`src/rtl/insn_phase_sequencer.sv`:
```
// Multi-cycle phase sequencer for the RV32I core: fetch/decode/execute/memory/writeback with memory timeout and sticky traps.
// Optional retired-instruction counter (output instret) is built when INSTRET_COUNTER_EN is defined.
module insn_phase_sequencer #(
    parameter int unsigned TIMEOUT = 16,
    parameter int unsigned TO_W    = 5
) (
    input  logic        clk,
    input  logic        reset,
    input  logic [9:0]  code,
    input  logic        stall,
    input  logic        mem_ready,
    output logic        mem_req,
    output logic        mem_we,
    output logic        mem_addr_sel,
    output logic        ir_we,
    output logic        pc_we,
    output logic        rd_we,
    output logic        retired,
    output logic        illegal,
    output logic        bus_err,
    output logic [2:0]  state
`ifdef INSTRET_COUNTER_EN
    ,
    output logic [31:0] instret
`endif
);

    typedef enum logic [2:0] {
        S_FETCH     = 3'd0,
        S_DECODE    = 3'd1,
        S_EXECUTE   = 3'd2,
        S_MEMORY    = 3'd3,
        S_WRITEBACK = 3'd4,
        S_TRAP      = 3'd7
    } state_e;

    localparam logic [TO_W-1:0] CNT_LAST = TO_W'(TIMEOUT - 1);

    state_e          state_q, state_d;
    logic [TO_W-1:0] cnt_q, cnt_d;
    logic            illegal_q, illegal_d;
    logic            bus_err_q, bus_err_d;

    logic mem_req_c, mem_we_c, mem_addr_sel_c, ir_we_c, pc_we_c, rd_we_c, retired_c;
    logic [8:0] cls;
    logic       code_legal;

    assign cls        = code[8:0];
    // exactly one class bit set and the reserved bit clear
    assign code_legal = !code[9] && (cls != 9'd0) && ((cls & (cls - 9'd1)) == 9'd0);

    always_ff @(posedge clk or posedge reset) begin
        if (reset) begin
            state_q   <= S_FETCH;
            cnt_q     <= '0;
            illegal_q <= 1'b0;
            bus_err_q <= 1'b0;
        end else begin
            state_q   <= state_d;
            cnt_q     <= cnt_d;
            illegal_q <= illegal_d;
            bus_err_q <= bus_err_d;
        end
    end

    always_comb begin
        state_d        = state_q;
        cnt_d          = cnt_q;
        illegal_d      = illegal_q;
        bus_err_d      = bus_err_q;
        mem_req_c      = 1'b0;
        mem_we_c       = 1'b0;
        mem_addr_sel_c = 1'b0;
        ir_we_c        = 1'b0;
        pc_we_c        = 1'b0;
        rd_we_c        = 1'b0;
        retired_c      = 1'b0;

        case (state_q)
            S_FETCH: begin
                if (stall) begin
                    cnt_d = '0;
                end else begin
                    mem_req_c = 1'b1;
                    if (mem_ready) begin
                        ir_we_c = 1'b1;
                        state_d = S_DECODE;
                    end else if (cnt_q == CNT_LAST) begin
                        state_d   = S_TRAP;
                        bus_err_d = 1'b1;
                    end else begin
                        cnt_d = cnt_q + TO_W'(1);
                    end
                end
            end
            S_DECODE: begin
                if (code_legal) begin
                    state_d = S_EXECUTE;
                end else begin
                    state_d   = S_TRAP;
                    illegal_d = 1'b1;
                end
            end
            S_EXECUTE: begin
                if (code[4]) begin
                    pc_we_c   = 1'b1;
                    retired_c = 1'b1;
                    state_d   = S_FETCH;
                end else if (code[8] || code[6]) begin
                    state_d = S_MEMORY;
                end else begin
                    state_d = S_WRITEBACK;
                end
            end
            S_MEMORY: begin
                mem_req_c      = 1'b1;
                mem_addr_sel_c = 1'b1;
                mem_we_c       = code[6];
                if (mem_ready) begin
                    if (code[6]) begin
                        pc_we_c   = 1'b1;
                        retired_c = 1'b1;
                        state_d   = S_FETCH;
                    end else begin
                        state_d = S_WRITEBACK;
                    end
                end else if (cnt_q == CNT_LAST) begin
                    state_d   = S_TRAP;
                    bus_err_d = 1'b1;
                end else begin
                    cnt_d = cnt_q + TO_W'(1);
                end
            end
            S_WRITEBACK: begin
                rd_we_c   = 1'b1;
                pc_we_c   = 1'b1;
                retired_c = 1'b1;
                state_d   = S_FETCH;
            end
            S_TRAP: begin
                state_d = S_TRAP;
            end
            default: begin
                state_d = S_TRAP;
            end
        endcase

        if (state_d != state_q) begin
            cnt_d = '0;
        end
    end

    // reset masks the decoded enables so nothing is written while it is held
    assign mem_req      = mem_req_c      & ~reset;
    assign mem_we       = mem_we_c       & ~reset;
    assign mem_addr_sel = mem_addr_sel_c & ~reset;
    assign ir_we        = ir_we_c        & ~reset;
    assign pc_we        = pc_we_c        & ~reset;
    assign rd_we        = rd_we_c        & ~reset;
    assign retired      = retired_c      & ~reset;
    assign illegal      = illegal_q;
    assign bus_err      = bus_err_q;
    assign state        = state_q;

`ifdef INSTRET_COUNTER_EN
    logic [31:0] instret_q;

    always_ff @(posedge clk or posedge reset) begin
        if (reset) begin
            instret_q <= '0;
        end else if (retired_c) begin
            instret_q <= instret_q + 32'd1;
        end
    end

    assign instret = instret_q;
`endif

endmodule

```
`config.mk`:
```
export PLATFORM = sky130hd
export DESIGN_NAME = insn_phase_sequencer
export DESIGN_NICKNAME = d
export VERILOG_FILES = /design/src/rtl/insn_phase_sequencer.sv
export SDC_FILE = /design/constraint.sdc
export NUM_CORES = 1
export LEC_CHECK = 0
export CAP_MARGIN = 20
export CORE_MARGIN = 10
export CORE_UTILIZATION = 45
export CTS_CLUSTER_DIAMETER = 40
export DETAILED_ROUTE_END_ITERATION = 7
export DONT_BUFFER_PORTS = 1
export GPL_ROUTABILITY_DRIVEN = 0
export PLACE_DENSITY = 0.62
export REMOVE_ABC_BUFFERS = 1
export SYNTH_ARGS = -nofsm -noshare
export SYNTH_HDL_FRONTEND = slang
export SYNTH_SLANG_ARGS = --single-unit
```
`constraint.sdc`:
```
create_clock -name clk -period 2.2 [get_ports clk]
set_input_delay 0.55 -clock clk [delete_from_list [all_inputs] [get_ports clk]]
set_output_delay 0.55 -clock clk [all_outputs]
set_load 0.1 [all_outputs]
```
Word level (Yosys, flattened, before mapping). Cells that the tools add are included.

Bits of input ports: 14. Bits in registers: 10. Word-level logic and storage cells: 63. Output and inout bits: 12.

Bitwise logic cells: 9. Multiplexer cells: 30. Add/sub/neg operators: 2. Equality and inequality tests: 7. Reductions and logical operators: 11.

Operators with widths (count): $mux 3 (8); $mux 5 (4); $pmux 3 s5 (1); $mux 1 (13); $pmux 5 s2 (1); $and 9x9->9 (1); $logic_not 9->1 (1); $reduce_bool 9->1 (1); $sub 9x1->9 const B (1); $and 1x1->1 (6); $eq 3x2->1 const B (2); $add 5x1->5 const B (1); $eq 5x4->1 const B (1); $pmux 1 s2 (2); $reduce_and 2->1 (2); $eq 3x1->1 const B (1); $eq 3x3->1 const B (1); $logic_not 3->1 (1); $ne 3x3->1 (1); $pmux 1 s3 (1); $reduce_bool 3->1 (1); $logic_and 1x1->1 (2); $ne 2x2->1 const B (1); $not 1->1 (2); 3 further kinds (3).

Depth between registers and ports, before layout.
Word-level depth: 8. Depth in mapped cells: 6. Mapped depth without buffers: 6.

Least setup slack after synthesis. No wires, ideal clock.

Kind: register to output. From: register state_q[0], in the netlist state[0]. To: output port retired. Path buffers: 2. Arrival: 5920 ps. Required time: 1650 ps. Cell stages (with the launch flop): 6. Setup slack: -4270 ps. Path through: dfrtp_1 -> clkbuf_1 -> nor3b_1 -> and2_1 -> a22o_1 -> buf_4.

Word-level cells in the longest chain between the ends: 3. Elaborated cells between the ends (all ways): 5. Classes of those cells: eq/ne (3); mux (1); bitwise (1).

RTL lines: start: declaration (RTL line 39) `state_e state_q, state_d;`; start signal: assignment (RTL line 59) `state_q <= state_d;`; $eq 3x3->1 / $eq 3x2->1 (equally long branches); $pmux 1 s3 (*); $and 1x1->1 (*); end: declaration (RTL line 18) `output logic retired,`.

Mark *: on every way between the ends. The rest lies on a longest branch, timed or not.

Final worst setup path.
From: register state_q[2], in the netlist state[2]. To: output port retired.

Same word-level chain as after synthesis.

==> run_results.csv <==
group,metric,value,unit
power_and_ir_drop,internal_power,401,uW
power_and_ir_drop,seqPwrFrac,0.341,
cells_and_area,fillers,156,
logic_synthesis,synth.largest_area_cell,"dfrtp_1",
cells_and_area,seqCellArea,253,sq um
global_route,grt_pass1_wl,4060,um
power_and_ir_drop,p_clk_frac,0.249,
power_and_ir_drop,peakVddDrop,0.547,mV
floorplan,io_pins,26,
logic_synthesis,yosysTopAreaCellShare,0.289,
worst_setup_path,endpoint_kind,"output pin",
clock_tree,clkSinkCount,10,
logic_synthesis,yosysWarnings,0,
power_and_ir_drop,p_switching,275,uW
global_route,grt_pass1_vias,921,
power_and_ir_drop,switching_share,0.406,
cells_and_area,syn_to_final_growth,34.4,%
floorplan,core,0.00178,sq mm
worst_setup_path,path_buf_inv,1,
hold_path,hold_path_class,"input pin to async pin",
sta,hold_viol_final,0,
route,ant_nets,0,
logic_synthesis,ys_ff_latch,10,
placement,dp_worst_setup_slack,132,ps
cells_and_area,drive_gt1_frac,0.315,
worst_setup_path,critPathMaxFanout,3,
logic_synthesis,synth_top_flop_cell,"dfrtp_1",
route,drt_wl_total,2380,um
sta,rsz0062_at_grt,"true",
logic_synthesis,synth_edf_count,0,
clock_tree,worstSkewPairLatency,270,ps
global_route,grt_usage,0.118,
power_and_ir_drop,powerDensity,581,mW/mm^2
route,vias,930,
sta,fin_ws,49.8,ps
worst_setup_path,cp-start-kind,"flop",
sta,tightest_slew,468,ps
job,drv_cap,0,
logic_synthesis,synth.area.top_cells,"dfrtp_1 29%, nor3_1 4.0%, nor2_1 3.9%",
cells_and_area,final_area,0.00116,sq mm
clock_tree,cts.path.max_buffers,2,
worst_setup_path,cp_data_required_time,1650,ps
worst_setup_path,crit_family,"simple AND/OR/NAND/NOR gates",
cells_and_area,fin_nets,143,
placement,detailed_place.area,0.00106,sq mm
floorplan,die_x,63.9,um
route,drc,0,
logic_synthesis,synth_area,866,sq um
worst_setup_path,crit_type,"flop to output pin",
worst_setup_path,cp_cell_sequence,"nand2b_1 > nor3b_2 > and2_4 > a22o_2 > buf_12",
sta,finalMaxSlewViolations,0,
route,vias_per_cell,6.12,
global_route,grt_max_degree,11,
logic_synthesis,syn_inst,107,
sta,maxSlewHeadroom,0.686,
floorplan,start_util,0.486,
logic_synthesis,synthDistinctLibCells,45,
floorplan,die_area,0.00408,sq mm
clock_tree,cts_tree,"done",
route,post_drt_wl_per_cell,15.6,um
global_route,gr-total-overflow,0,
logic_synthesis,synthArstFlopShare,1.00,
clock_tree,cts_root_buffer,"clkbuf_4",
run_status,status,"finished clean",
floorplan,rows,15,
sta,tns,0,ps
worst_setup_path,arrival,1600,ps
power_and_ir_drop,combPwrFrac,0.410,
sta,fin_crit,2150,ps
worst_setup_path,critPathSlowestCell,"dfrtp_1",
worst_setup_path,critPathMaxStageDelay,370,ps
cells_and_area,fin_util,0.653,
cells_and_area,multiInputGateArea,591,sq um
clock_tree,cts_htree_levels,1,
cells_and_area,diodes,0,
sta,whs,185,ps
route,drt-initial-drc-count,26,
sta,setup_viol,0,
placement,hpwlAfterDp,1840,um
sta,max_freq,465,MHz
clock_tree,path_clk_slew,70,ps
logic_synthesis,synth_area_per_cell,8.09,sq um
sta,post-route-period-util,0.977,
logic_synthesis,ys_seq_area_frac,0.289,
sta,skew,2.06,ps
clock_tree,numCtsBuffers,3,
global_route,antenna_found_initial,0,
floorplan,fp.dieH,63.9,um
clock_tree,postCtsHoldBufs,0,
power_and_ir_drop,p_leak,0.479,nW
placement,io_buffers,0,
route,firstDrtPassIters,4,
cell usage after synthesis, types with 2 or more instances:
| cell | count |
|---|---|
| and3_1 | 2 |
| nand2_1 | 7 |
| nor3_1 | 7 |
| o21ai_0 | 3 |
| a21o_1 | 3 |
| o21ai_1 | 3 |
| and2_1 | 4 |
| a31oi_1 | 2 |
| nor3b_1 | 3 |
| clkbuf_1 | 2 |
| a221oi_1 | 2 |
| nor2_1 | 9 |
| nand2b_1 | 3 |
| dfrtp_1 | 10 |
| nor4_1 | 3 |
| a21oi_1 | 6 |
| o311ai_0 | 2 |
| o41ai_1 | 2 |
| inv_1 | 6 |
| nand4_1 | 2 |
| buf_4 | 2 |
per-layer routing:
layer  wire, um  part of all wire  vias up  GRT usage
met5          0                 0        -          0
met4         46             0.019        0     0.0492
met2       1140              0.48       43      0.198
met1        935              0.39      433      0.124
li1           -                 -      448          -
met3        250              0.11        6     0.0557
metrics by stage:
stage	std cells	power [mW]
3_5_place_dp	142	0.500
6_report	152	0.676
5_1_grt	152	0.712
2_1_floorplan	102	0.437
4_1_cts	151	0.677
3_3_place_gp	142	0.496
final cells by class:
cell class                      count  area share
Multi-Input combinational cell     86       0.508
Inverter                            6      0.0194
Timing Repair Buffer               21       0.198
Sequential cell                    10       0.217
Tap cell                           25      0.0269
Clock buffer                        4      0.0312
power groups by stage:
stage               logic [mW]  clock network (mW)  registers [mW]
floorplan                0.108                   0           0.329
global placement         0.261                   0           0.236
detailed placement       0.265                   0           0.235
CTS                      0.275               0.171           0.230
global route             0.296               0.184           0.233
finish                   0.277               0.168           0.231
placed cells by master, fill, tap and decap left out, types with 2 or more instances in the layout:
cell type,n
nand2b_1,3
a21o_1,3
o21ai_0,3
nand4_1,2
nor4_1,2
a221oi_1,2
nor2_1,9
a31oi_1,2
nor3_1,6
dfrtp_1,8
buf_12,3
nand2_1,7
clkbuf_4,3
o21ai_1,3
and2_1,2
inv_1,6
and2_4,2
nor3b_1,2
buf_4,16
and3_1,2
clkbuf_16,2
a21oi_1,5
o41ai_1,2
o311ai_0,2
dfrtp_2,2
timing repair:
item / in CTS / in global routing
resized for setup: 4 / 3
pin swaps: 1 / 2
setup buffers: 5 / 1
endpoints found under the setup margin: 4 / 4
flip-flops by register name, summed over array words and instances (netlist names):
register,cells
cnt_q,5
state,3
bus_err,1
illegal,1
worst paths after layout:
check | startpoint | end | slack, ps | depth (start not counted)
max | state[2] | retired | 50 | 5
min | reset | cnt_q[0] | 190 | 2
max reg2reg | state[1] | cnt_q[0] | 170 | 6
min reg2reg | cnt_q[4] | cnt_q[4] | 600 | 2
max in group asynchronous | reset | state[0] | 1850 | 2
min in group clk | stall | cnt_q[0] | 360 | 1
logic make-up (layout without fill, tap and decap cells):
| group | count (synthesis) | after routing | synth area share |
|---|---|---|---|
| and+or+nand+nor | 50 | 50 | 0.334 |
| AOI/OAI and AO/OA | 33 | 33 | 0.276 |
| buffers and inverters | 11 | 31 | 0.0650 |
| DFF | 10 | 10 | 0.289 |
| adders and majority gates | 1 | 1 | 0.0144 |
| xor gates and xnor gates | 1 | 1 | 0.0101 |
| muxes | 1 | 1 | 0.0116 |
No activity file was read; power rests on OpenSTA's default activity.
